### config.mk
export PLATFORM = sky130hd
export DESIGN_NAME = coin_dispenser
export DESIGN_NICKNAME = d
export VERILOG_FILES = /design/src/rtl/coin_dispenser.sv
export SDC_FILE = /design/constraint.sdc
export NUM_CORES = 1
export LEC_CHECK = 0
export ABC_AREA = 1
export ABC_CLOCK_PERIOD_IN_PS = 2500
export BUFFER_PORTS_ARGS = -buffer_cell sky130_fd_sc_hd__buf_2
export CORE_MARGIN = 2
export CORE_UTILIZATION = 59
export CTS_CLUSTER_DIAMETER = 30
export DETAILED_ROUTE_END_ITERATION = 10
export GPL_TIMING_DRIVEN = 1
export HOLD_SLACK_MARGIN = 0.1
export PLACE_DENSITY = 0.8
export SYNTH_ARGS = -nofsm -noshare
export SYNTH_HDL_FRONTEND = slang
export SYNTH_SLANG_ARGS = --single-unit
### constraint.sdc
create_clock -name clk -period 2.5 [get_ports clk]
set_input_delay 0.125 -clock clk [delete_from_list [all_inputs] [get_ports clk]]
set_output_delay 0.125 -clock clk [all_outputs]
set_load 0.02 [all_outputs]
### src/rtl/coin_dispenser.sv
// coin_dispenser: greedy coin payout engine with per-tube stock, hopper handshake and jam timeout
module coin_dispenser #(
    parameter logic [3:0] INIT_STOCK  = 4'd15,
    parameter logic [7:0] ACK_TIMEOUT = 8'd255
) (
    input  logic       clk,
    input  logic       reset,
    input  logic       start,
    input  logic [7:0] amount,
    input  logic       coin_ack,
    input  logic       refill,
    output logic [4:0] coin_out,
    output logic       coin_valid,
    output logic       busy,
    output logic       done,
    output logic       short,
    output logic       jam,
    output logic [7:0] remainder,
    output logic [3:0] five,
    output logic [3:0] ten,
    output logic [3:0] twenty,
    output logic [3:0] fifty,
    output logic [3:0] hundred
);
    typedef enum logic [1:0] {IDLE, SELECT, WAIT_ACK, FINISH} state_t;

    state_t      state_q, state_d;
    logic [7:0]  rem_q, rem_d;
    logic [2:0]  idx_q, idx_d;
    logic [7:0]  tmo_q, tmo_d;
    logic [4:0]  coin_out_q, coin_out_d;
    logic        coin_valid_q, coin_valid_d;
    logic        busy_q, busy_d;
    logic        done_q, done_d;
    logic        short_q, short_d;
    logic        jam_q, jam_d;
    logic [7:0]  remainder_q, remainder_d;
    logic [3:0]  stock_q [5];
    logic [3:0]  stock_d [5];
    logic [3:0]  cnt_q [5];
    logic [3:0]  cnt_d [5];
    logic        found;
    logic [2:0]  pick;

    // tube index 0..4 maps to 5, 10, 20, 50, 100 rupees
    function automatic logic [7:0] denom(input logic [2:0] i);
        return i == 3'd0 ? 8'd5 : i == 3'd1 ? 8'd10 : i == 3'd2 ? 8'd20 : i == 3'd3 ? 8'd50 : 8'd100;
    endfunction

    // next-state logic: largest payable coin is chosen each SELECT, stock and counts update on ack
    always_comb begin
        state_d      = state_q;
        rem_d        = rem_q;
        idx_d        = idx_q;
        tmo_d        = tmo_q;
        coin_out_d   = coin_out_q;
        coin_valid_d = coin_valid_q;
        done_d       = 1'b0;
        short_d      = short_q;
        jam_d        = jam_q;
        remainder_d  = remainder_q;
        stock_d      = stock_q;
        cnt_d        = cnt_q;
        found        = 1'b0;
        pick         = 3'd0;
        for (int i = 0; i < 5; i++) begin
            if (denom(3'(i)) <= rem_q && stock_q[i] != 4'd0) begin
                found = 1'b1;
                pick  = 3'(i);
            end
        end
        case (state_q)
            IDLE: begin
                if (start) begin
                    rem_d       = amount;
                    jam_d       = 1'b0;
                    short_d     = 1'b0;
                    remainder_d = 8'd0;
                    for (int i = 0; i < 5; i++) cnt_d[i] = 4'd0;
                    state_d     = SELECT;
                end else if (refill) begin
                    for (int i = 0; i < 5; i++) stock_d[i] = INIT_STOCK;
                end
            end
            SELECT: begin
                if (found) begin
                    idx_d        = pick;
                    coin_out_d   = 5'b1 << pick;
                    coin_valid_d = 1'b1;
                    tmo_d        = 8'd0;
                    state_d      = WAIT_ACK;
                end else begin
                    done_d      = 1'b1;
                    remainder_d = rem_q;
                    short_d     = rem_q != 8'd0;
                    state_d     = FINISH;
                end
            end
            WAIT_ACK: begin
                if (coin_ack) begin
                    rem_d          = rem_q - denom(idx_q);
                    stock_d[idx_q] = stock_q[idx_q] - 4'd1;
                    cnt_d[idx_q]   = cnt_q[idx_q] + 4'd1;
                    coin_valid_d   = 1'b0;
                    coin_out_d     = 5'd0;
                    state_d        = SELECT;
                end else if (tmo_q == ACK_TIMEOUT - 8'd1) begin
                    jam_d        = 1'b1;
                    coin_valid_d = 1'b0;
                    coin_out_d   = 5'd0;
                    done_d       = 1'b1;
                    remainder_d  = rem_q;
                    short_d      = rem_q != 8'd0;
                    state_d      = FINISH;
                end else begin
                    tmo_d = tmo_q + 8'd1;
                end
            end
            default: state_d = IDLE;
        endcase
        busy_d = state_d != IDLE;
    end

    // state and registered outputs; reset abandons any in-flight coin and restocks every tube
    always_ff @(posedge clk) begin
        if (reset) begin
            state_q      <= IDLE;
            rem_q        <= 8'd0;
            idx_q        <= 3'd0;
            tmo_q        <= 8'd0;
            coin_out_q   <= 5'd0;
            coin_valid_q <= 1'b0;
            busy_q       <= 1'b0;
            done_q       <= 1'b0;
            short_q      <= 1'b0;
            jam_q        <= 1'b0;
            remainder_q  <= 8'd0;
            for (int i = 0; i < 5; i++) begin
                stock_q[i] <= INIT_STOCK;
                cnt_q[i]   <= 4'd0;
            end
        end else begin
            state_q      <= state_d;
            rem_q        <= rem_d;
            idx_q        <= idx_d;
            tmo_q        <= tmo_d;
            coin_out_q   <= coin_out_d;
            coin_valid_q <= coin_valid_d;
            busy_q       <= busy_d;
            done_q       <= done_d;
            short_q      <= short_d;
            jam_q        <= jam_d;
            remainder_q  <= remainder_d;
            stock_q      <= stock_d;
            cnt_q        <= cnt_d;
        end
    end

    assign coin_out   = coin_out_q;
    assign coin_valid = coin_valid_q;
    assign busy       = busy_q;
    assign done       = done_q;
    assign short      = short_q;
    assign jam        = jam_q;
    assign remainder  = remainder_q;
    assign five       = cnt_q[0];
    assign ten        = cnt_q[1];
    assign twenty     = cnt_q[2];
    assign fifty      = cnt_q[3];
    assign hundred    = cnt_q[4];
endmodule

==> results_dict.tcl, run 1 <==
set metrics [dict create \
    status "completed" \
    r2r-end "rem_q[6]$_SDFFE_PP0P_" \
    critPathMaxFanout 10 \
    worst_pin_slew_ns 0.646 \
    ir_worst_vdd_v 0.000449 \
    cts_buffer_depth 2 \
    end_kind "flip-flop" \
    regArea_mm2 0.00158 \
    setup_viol 0 \
    power_switching_mw 2.08 \
    max-cap-violations 0 \
    final_max_slew_viol_count 0 \
    area_delta_synth_final_pct 11.2 \
    clk_pin_slew_worst_paths_ns 0.09 \
    antenna_found_initial 0 \
    place_area_mm2 0.00485 \
    nFillCells 754 \
    fmax_mhz 438 \
    synth_compound_area_share_pct 14.5 \
    synthMuxAreaShare_pct 0 \
    r2r_cells 10 \
    ys_seq_area_share_pct 34.8 \
    design.core.area_mm2 0.00761 \
    path_class "reg2reg" \
    slew_headroom_pct 56.9 \
    grt_max_degree 62 \
    total_leakage_power_nw 2.30 \
    postRouteAntennaNets 0 \
    crit_required_ns 2.78 \
    synth_edf_count 0 \
    fin_area_mm2 0.00505 \
    combPwrFrac_pct 45.3 \
    hold_class "in2reg" \
    start_kind "flip-flop" \
    post-dp-hpwl_um 8870 \
    finalHoldViolCount 0 \
    routed_wirelength_um 12100 \
    ctsRootBufferMaster "clkbuf_8" \
    synth_top_family_by_area "simple AND/OR/NAND/NOR gates" \
    grt-ovfl-total 0 \
    grt_pass1_wl_um 20100 \
    clock_latency_ns 0.36 \
    yosysWarnings 0 \
    drt_iter0_drc 370 \
    io_pins 51 \
    gr-usage-met1_pct 39.6 \
    postSynthAreaPerCell_um2 6.52 \
    min_delay_path_depth 3 \
    die_h_um 91.8 \
    yosys.area_share.simple_pct 36.4 \
    cts.sinks 79 \
    firstDrtPassIters 7 \
    grt_use_total_pct 29.8 \
    start_util_pct 59.8 \
    multi_input_area_mm2 0.00255 \
    synth-async-reset-ratio_pct 0 \
    dieArea_mm2 0.00842 \
    nNetsFinal 774 \
    layout_min_cycle_time_ns 2.28 \
    syn_nets 726 \
    via_per_inst 5.50 \
    cp.arrival_ns 2.56 \
    final_core_util_pct 66.4 \
    busiest_layer "met2" \
    cts_tree "yes" \
    tns_ns 0 \
    insertedDiodeCount 0 \
    timing.rr.start "idx_q[1]$_SDFFE_PP0P_" \
    drcViolationCount 0 \
    syn-instance-count 697 \
    syn_area_mm2 0.00455 \
    clkPwrFrac_pct 18.3 \
    use_met3_pct 4.52 \
    drive_above_1_share_pct 15.2 \
    synth_ff_type "dfxtp_1" \
    min_to "rem_q[1]$_SDFFE_PP0P_" \
    gp_congestion 0.937 \
    min_from "amount[1]" \
    die_x_um 91.8 \
    grt.met2_usage_pct 48.3 \
    rsz0062_at_grt "no" \
    synthAdderAreaFrac_pct 4.57 \
    finalPower_mw 4.60 \
    p_int_mw 2.52 \
    synth-xor-area-share_pct 0.578 \
    postCtsSetupBuffers 0 \
    wl_per_cell_um 14.2 \
    finalCritPeriodShare_pct 91.2 \
    vias 4686 \
    placementRows 32 \
    grt_pass1_vias 4326 \
    reg2reg_slack_ns 0.22 \
    ctsHtreeMaxLevel 3 \
    powerDensity_mw_per_mm2 910 \
    clock_skew_ns 0.0117 \
    cts_buffers 9 \
    netlist-cell-type-count 42 \
    synth_seq_cells 79 \
    sw_frac_of_total_pct 45.2 \
    pwr-share-seq_pct 36.4 \
    port_buffers 50 \
]
==> repair_timing <==
item                       in CTS  in global routing
hold endpoints to repair        4                  0
resized for setup               0                  1
hold buffers                    4                  0
setup endpoints to repair       0                  3
==> cell usage in the layout, fill, tap and decap left out, types with 5 or more instances in the layout <==
master	Yosys	final
a21oi_1	73	73
buf_2	2	50
buf_4	4	5
clkbuf_8	0	9
dfxtp_1	79	78
ha_1	15	15
inv_1	61	61
inv_2	15	15
nand2_1	193	193
nand2_2	8	8
nand3_1	64	64
nand4_1	9	9
nor2_1	75	75
nor2_2	5	5
nor3_1	6	6
o211ai_1	6	6
o21ai_0	18	18
o21ai_1	11	11
==> critical path, stage by stage, from the launching register on <==
cell and delay [ns]:
dfxtp_1 0.44, nor2_4 0.24, nand2_1 0.25, ha_1 0.47
inv_1 0.06, o21ai_0 0.25, nand2_1 0.08, nand3_1 0.09
xor2_1 0.15, o21ai_1 0.07, a21oi_1 0.12
==> per-layer routing <==
metal  part of all wire [%]  wire length, um
met1                     44             5320
met2                     47             5690
met3                    6.2              753
met4                    2.5              299
met5                      0                0
==> area by class of cell <==
cell class / instances / share of cell area, %
Inverter: 80 / 5.97
Timing Repair Buffer: 59 / 6.49
Tap cell: 102 / 2.53
Sequential cell: 79 / 31.3
Clock inverter: 5 / 0.693
Clock buffer: 11 / 2.60
Multi-Input combinational cell: 516 / 50.4
==> worst max path at each step <==
| stage | startpoint | cells after the start | slack, ns | endpoint |
|---|---|---|---|---|
| 2_1_floorplan | idx_q[2]$_SDFFE_PP0P_ | 11 | 0.58 | rem_q[7]$_SDFFE_PP0P_ |
| 5_1_grt | idx_q[1]$_SDFFE_PP0P_ | 10 | 0.02 | rem_q[6]$_SDFFE_PP0P_ |
| 3_5_place_dp | idx_q[2]$_SDFFE_PP0P_ | 9 | 0.21 | rem_q[5]$_SDFFE_PP0P_ |
| 4_1_cts | idx_q[2]$_SDFFE_PP0P_ | 11 | 0.21 | rem_q[6]$_SDFFE_PP0P_ |
| 3_3_place_gp | idx_q[2]$_SDFFE_PP0P_ | 10 | 0.31 | rem_q[6]$_SDFFE_PP0P_ |
| 6_report | idx_q[1]$_SDFFE_PP0P_ | 10 | 0.22 | rem_q[6]$_SDFFE_PP0P_ |
==> per-stage QoR <==
step	std cells	hold WS [ns]	worst slack [ns]
detailed placement	832	0.415	0.214
finish	852	0.101	0.219
global placement	832	0.403	0.310
floorplan	697	0.313	0.585
CTS	852	0.106	0.205
global route	852	0.112	0.0219
==> power by group through the flow <==
stage | Combinational [mW] | Clock [mW] | Sequential, mW
after floorplan | 1.54 | 0 | 1.71
after global placement | 1.98 | 0 | 1.69
after detailed placement | 2.04 | 0 | 1.70
after CTS | 2.05 | 0.855 | 1.67
after global routing | 2.35 | 0.911 | 1.70
final | 2.08 | 0.843 | 1.67
==> synth_stat cells, types with 3 or more instances <==
cell type,number,area share [%]
o21ai_1,11,1.2
nor2_1,75,6.2
nand2_1,193,16
inv_2,15,1.2
nand3_1,64,7.0
nor2_2,5,0.69
buf_4,4,0.66
buf_1,3,0.25
o211ai_1,6,0.99
a21oi_1,73,8.0
ha_1,15,4.1
a211oi_1,4,0.66
nand2_4,3,0.74
nor3_1,6,0.66
nand3b_1,4,0.66
dfxtp_1,79,35
nand4_1,9,1.2
clkbuf_1,11,0.91
nand2_2,8,1.1
o21ai_0,18,2.0
inv_1,61,5.0
clkinv_1,3,0.25
==> state kept, by name, indices dropped and copies added (netlist names) <==
name / flops
tmo_q: 8
idx_q: 3
done: 1
ten: 4
rem_q: 8
coin_out: 5
state_q: 2
five: 4
stock_q: 20
fifty: 4
coin_valid: 1
jam: 1
short: 1
twenty: 4
hundred: 4
remainder: 8
busy: 1
==> logic make-up (layout without fill, tap and decap cells) <==
kind of cell,Yosys count,in the layout
fa+ha+maj,16,16
buf+inv,102,155
compound gates,120,120
simple gates,377,377
flops,79,79
xor+xnor,3,3
No activity file was read; power rests on OpenSTA's default activity.
==> run 2, diff against run 1 <==
Settings changed: CORE_UTILIZATION 59 to 61, CTS_BUF_LIST set to sky130_fd_sc_hd__clkbuf_4 sky130_fd_sc_hd__clkbuf_8, PLACE_DENSITY 0.8 to 0.83.
==> run 2 against run 1 <==
- sequential share of layout area is 0.31 points lower
- first-iteration DRC count is 9.2% lower
- cell count is 0.47% lower
- final area is 0.99% higher
- hold slack better by 0.0025 ns
- clock skew is 0.00056 ns higher
- utilization is 3.9 points higher
- global-route usage is 0.68 points higher
- combinational power hardly changed
- non-clock buffer count is 1 lower
- count of clock-buffer cells in the layout is 1 lower
- critical path type unchanged
- highest routed layer unchanged
==> results_dict.tcl, run 2 (synthesized netlist as in run 1, its figures left out) <==
set metrics [dict create \
    status "completed" \
    setup_viol 0 \
    finalCritPeriodShare_pct 89.9 \
    clock_latency_ns 0.36 \
    grt_pass1_wl_um 20200 \
    placementRows 31 \
    gp_congestion 0.975 \
    die_h_um 90.3 \
    routed_wirelength_um 12100 \
    start_kind "flip-flop" \
    cts_buffers 9 \
    cts.sinks 79 \
    ctsHtreeMaxLevel 3 \
    start_util_pct 62.7 \
    final_max_slew_viol_count 0 \
    wl_per_cell_um 14.3 \
    area_delta_synth_final_pct 12.3 \
    total_leakage_power_nw 2.33 \
    io_pins 51 \
    cts_tree "yes" \
    finalHoldViolCount 0 \
    ctsRootBufferMaster "clkbuf_8" \
    die_x_um 90.3 \
    nFillCells 635 \
    via_per_inst 5.54 \
    grt_max_degree 62 \
    grt_pass1_vias 4311 \
    dieArea_mm2 0.00816 \
    drive_above_1_share_pct 15.5 \
    postCtsSetupBuffers 0 \
    regArea_mm2 0.00158 \
    tns_ns 0 \
    crit_required_ns 2.79 \
    antenna_found_initial 0 \
    nNetsFinal 773 \
    design.core.area_mm2 0.00725 \
    path_class "reg2reg" \
    drt_iter0_drc 336 \
    regMostFlops "stock_q" \
    critPathMaxFanout 18 \
    grt_use_total_pct 30.5 \
    worst_pin_slew_ns 0.660 \
    cts_buffer_depth 2 \
    final_common_cell "nand2_1" \
    rsz0062_at_grt "no" \
    mostFrequentLayoutCells "nand2_1, dfxtp_1, nor2_1, a21oi_1, nand3_1" \
    ir_worst_vdd_v 0.000479 \
    max-cap-violations 0 \
    clk_pin_slew_worst_paths_ns 0.09 \
    powerDensity_mw_per_mm2 949 \
    largest_register_ffs 20 \
    clock_skew_ns 0.0123 \
    grt-ovfl-total 0 \
    hold_class "in2reg" \
    drcViolationCount 0 \
    layout_min_cycle_time_ns 2.25 \
    firstDrtPassIters 5 \
    slew_headroom_pct 56.0 \
    cp.arrival_ns 2.54 \
    port_buffers 50 \
    post-dp-hpwl_um 8820 \
    vias 4698 \
    fmax_mhz 445 \
    multi_input_area_mm2 0.00255 \
    end_kind "flip-flop" \
    postRouteAntennaNets 0 \
    insertedDiodeCount 0 \
    finalPower_mw 4.84 \
]
-- run 2: changes by cell type in the layout (fill, tap and decap cells not counted) --
cell,delta
clkbuf_8,+1
clkbuf_1,-2
o21ai_0,-1
dlygate4sd3_1,-1
clkinvlp_4,-2
clkinv_2,-1
bufinv_16,+2
clkinv_4,+1
o21ai_1,+1
inv_6,+1
-- run 2: timing repair --
action / 4_1_cts / 5_1_grt
endpoints found under the setup margin: 0 / 2
resized for setup: 0 / 2
hold buffers: 3 / 0
endpoints found under the hold margin: 3 / 0
-- run 2: power breakdown --
part / internal [mW] / total (mW) / switching (mW) / leakage [nW]
sequential: 1.48 / 1.67 / 0.190 / 0.647
combinational: 0.677 / 2.08 / 1.40 / 1.57
clock: 0.594 / 1.09 / 0.499 / 0.109
-- run 2: worst max-delay path: stages (launching register included) --
cell     delay (ns)
dfxtp_1        0.38
inv_1          0.11
ha_1           0.22
inv_1          0.09
nor2_1         0.06
nor2_1         0.25
nand2_2        0.33
nor2_1         0.44
nand2_1        0.12
a21oi_1        0.15
-- run 2: path summary, 6_finish.rpt --
kind                            startpoint                       end  slack, ns  depth (start not counted)
setup / recovery     state_q[0]$_SDFF_PP0_     fifty[1]$_SDFFE_PP0P_       0.25                          9
hold / removal                   amount[1]     rem_q[1]$_SDFFE_PP0P_       0.10                          3
setup reg to reg     state_q[0]$_SDFF_PP0_     fifty[1]$_SDFFE_PP0P_       0.25                          9
hold reg to reg   coin_out[2]$_SDFFE_PP0P_  coin_out[2]$_SDFFE_PP0P_       0.46                          2
-- run 2: stage by stage --
stage | cells | setup slack [ns] | hold slack, ns | utilization (%) | instance area, um2
floorplan | 697 | 0.585 | 0.313 | - | 4550
global placement | 829 | 0.279 | 0.421 | 66.8 | 4840
detailed placement | 829 | 0.153 | 0.430 | 66.8 | 4840
CTS | 848 | 0.138 | 0.102 | 70.3 | 5100
global route | 848 | 0.0272 | 0.157 | 70.4 | 5100
finish | 848 | 0.252 | 0.104 | 70.4 | 5100
-- run 2: layer usage --
layer / vias up / share of wire [%] / GRT usage [%]
met4: 0 / 2.0 / 12.2
met2: 177 / 48 / 50.7
met3: 25 / 6.1 / 4.51
li1: 2343 / - / -
met1: 2153 / 44 / 39.9
met5: - / 0 / 0
-- run 2: cell type report --
class	count	share of cell area, %
clock inverter	6	1.81
timing repair buffer	58	6.23
clock buffer	10	2.70
multi-input combinational	516	49.9
inverter	80	5.91
sequential	79	31.0
tap	99	2.43
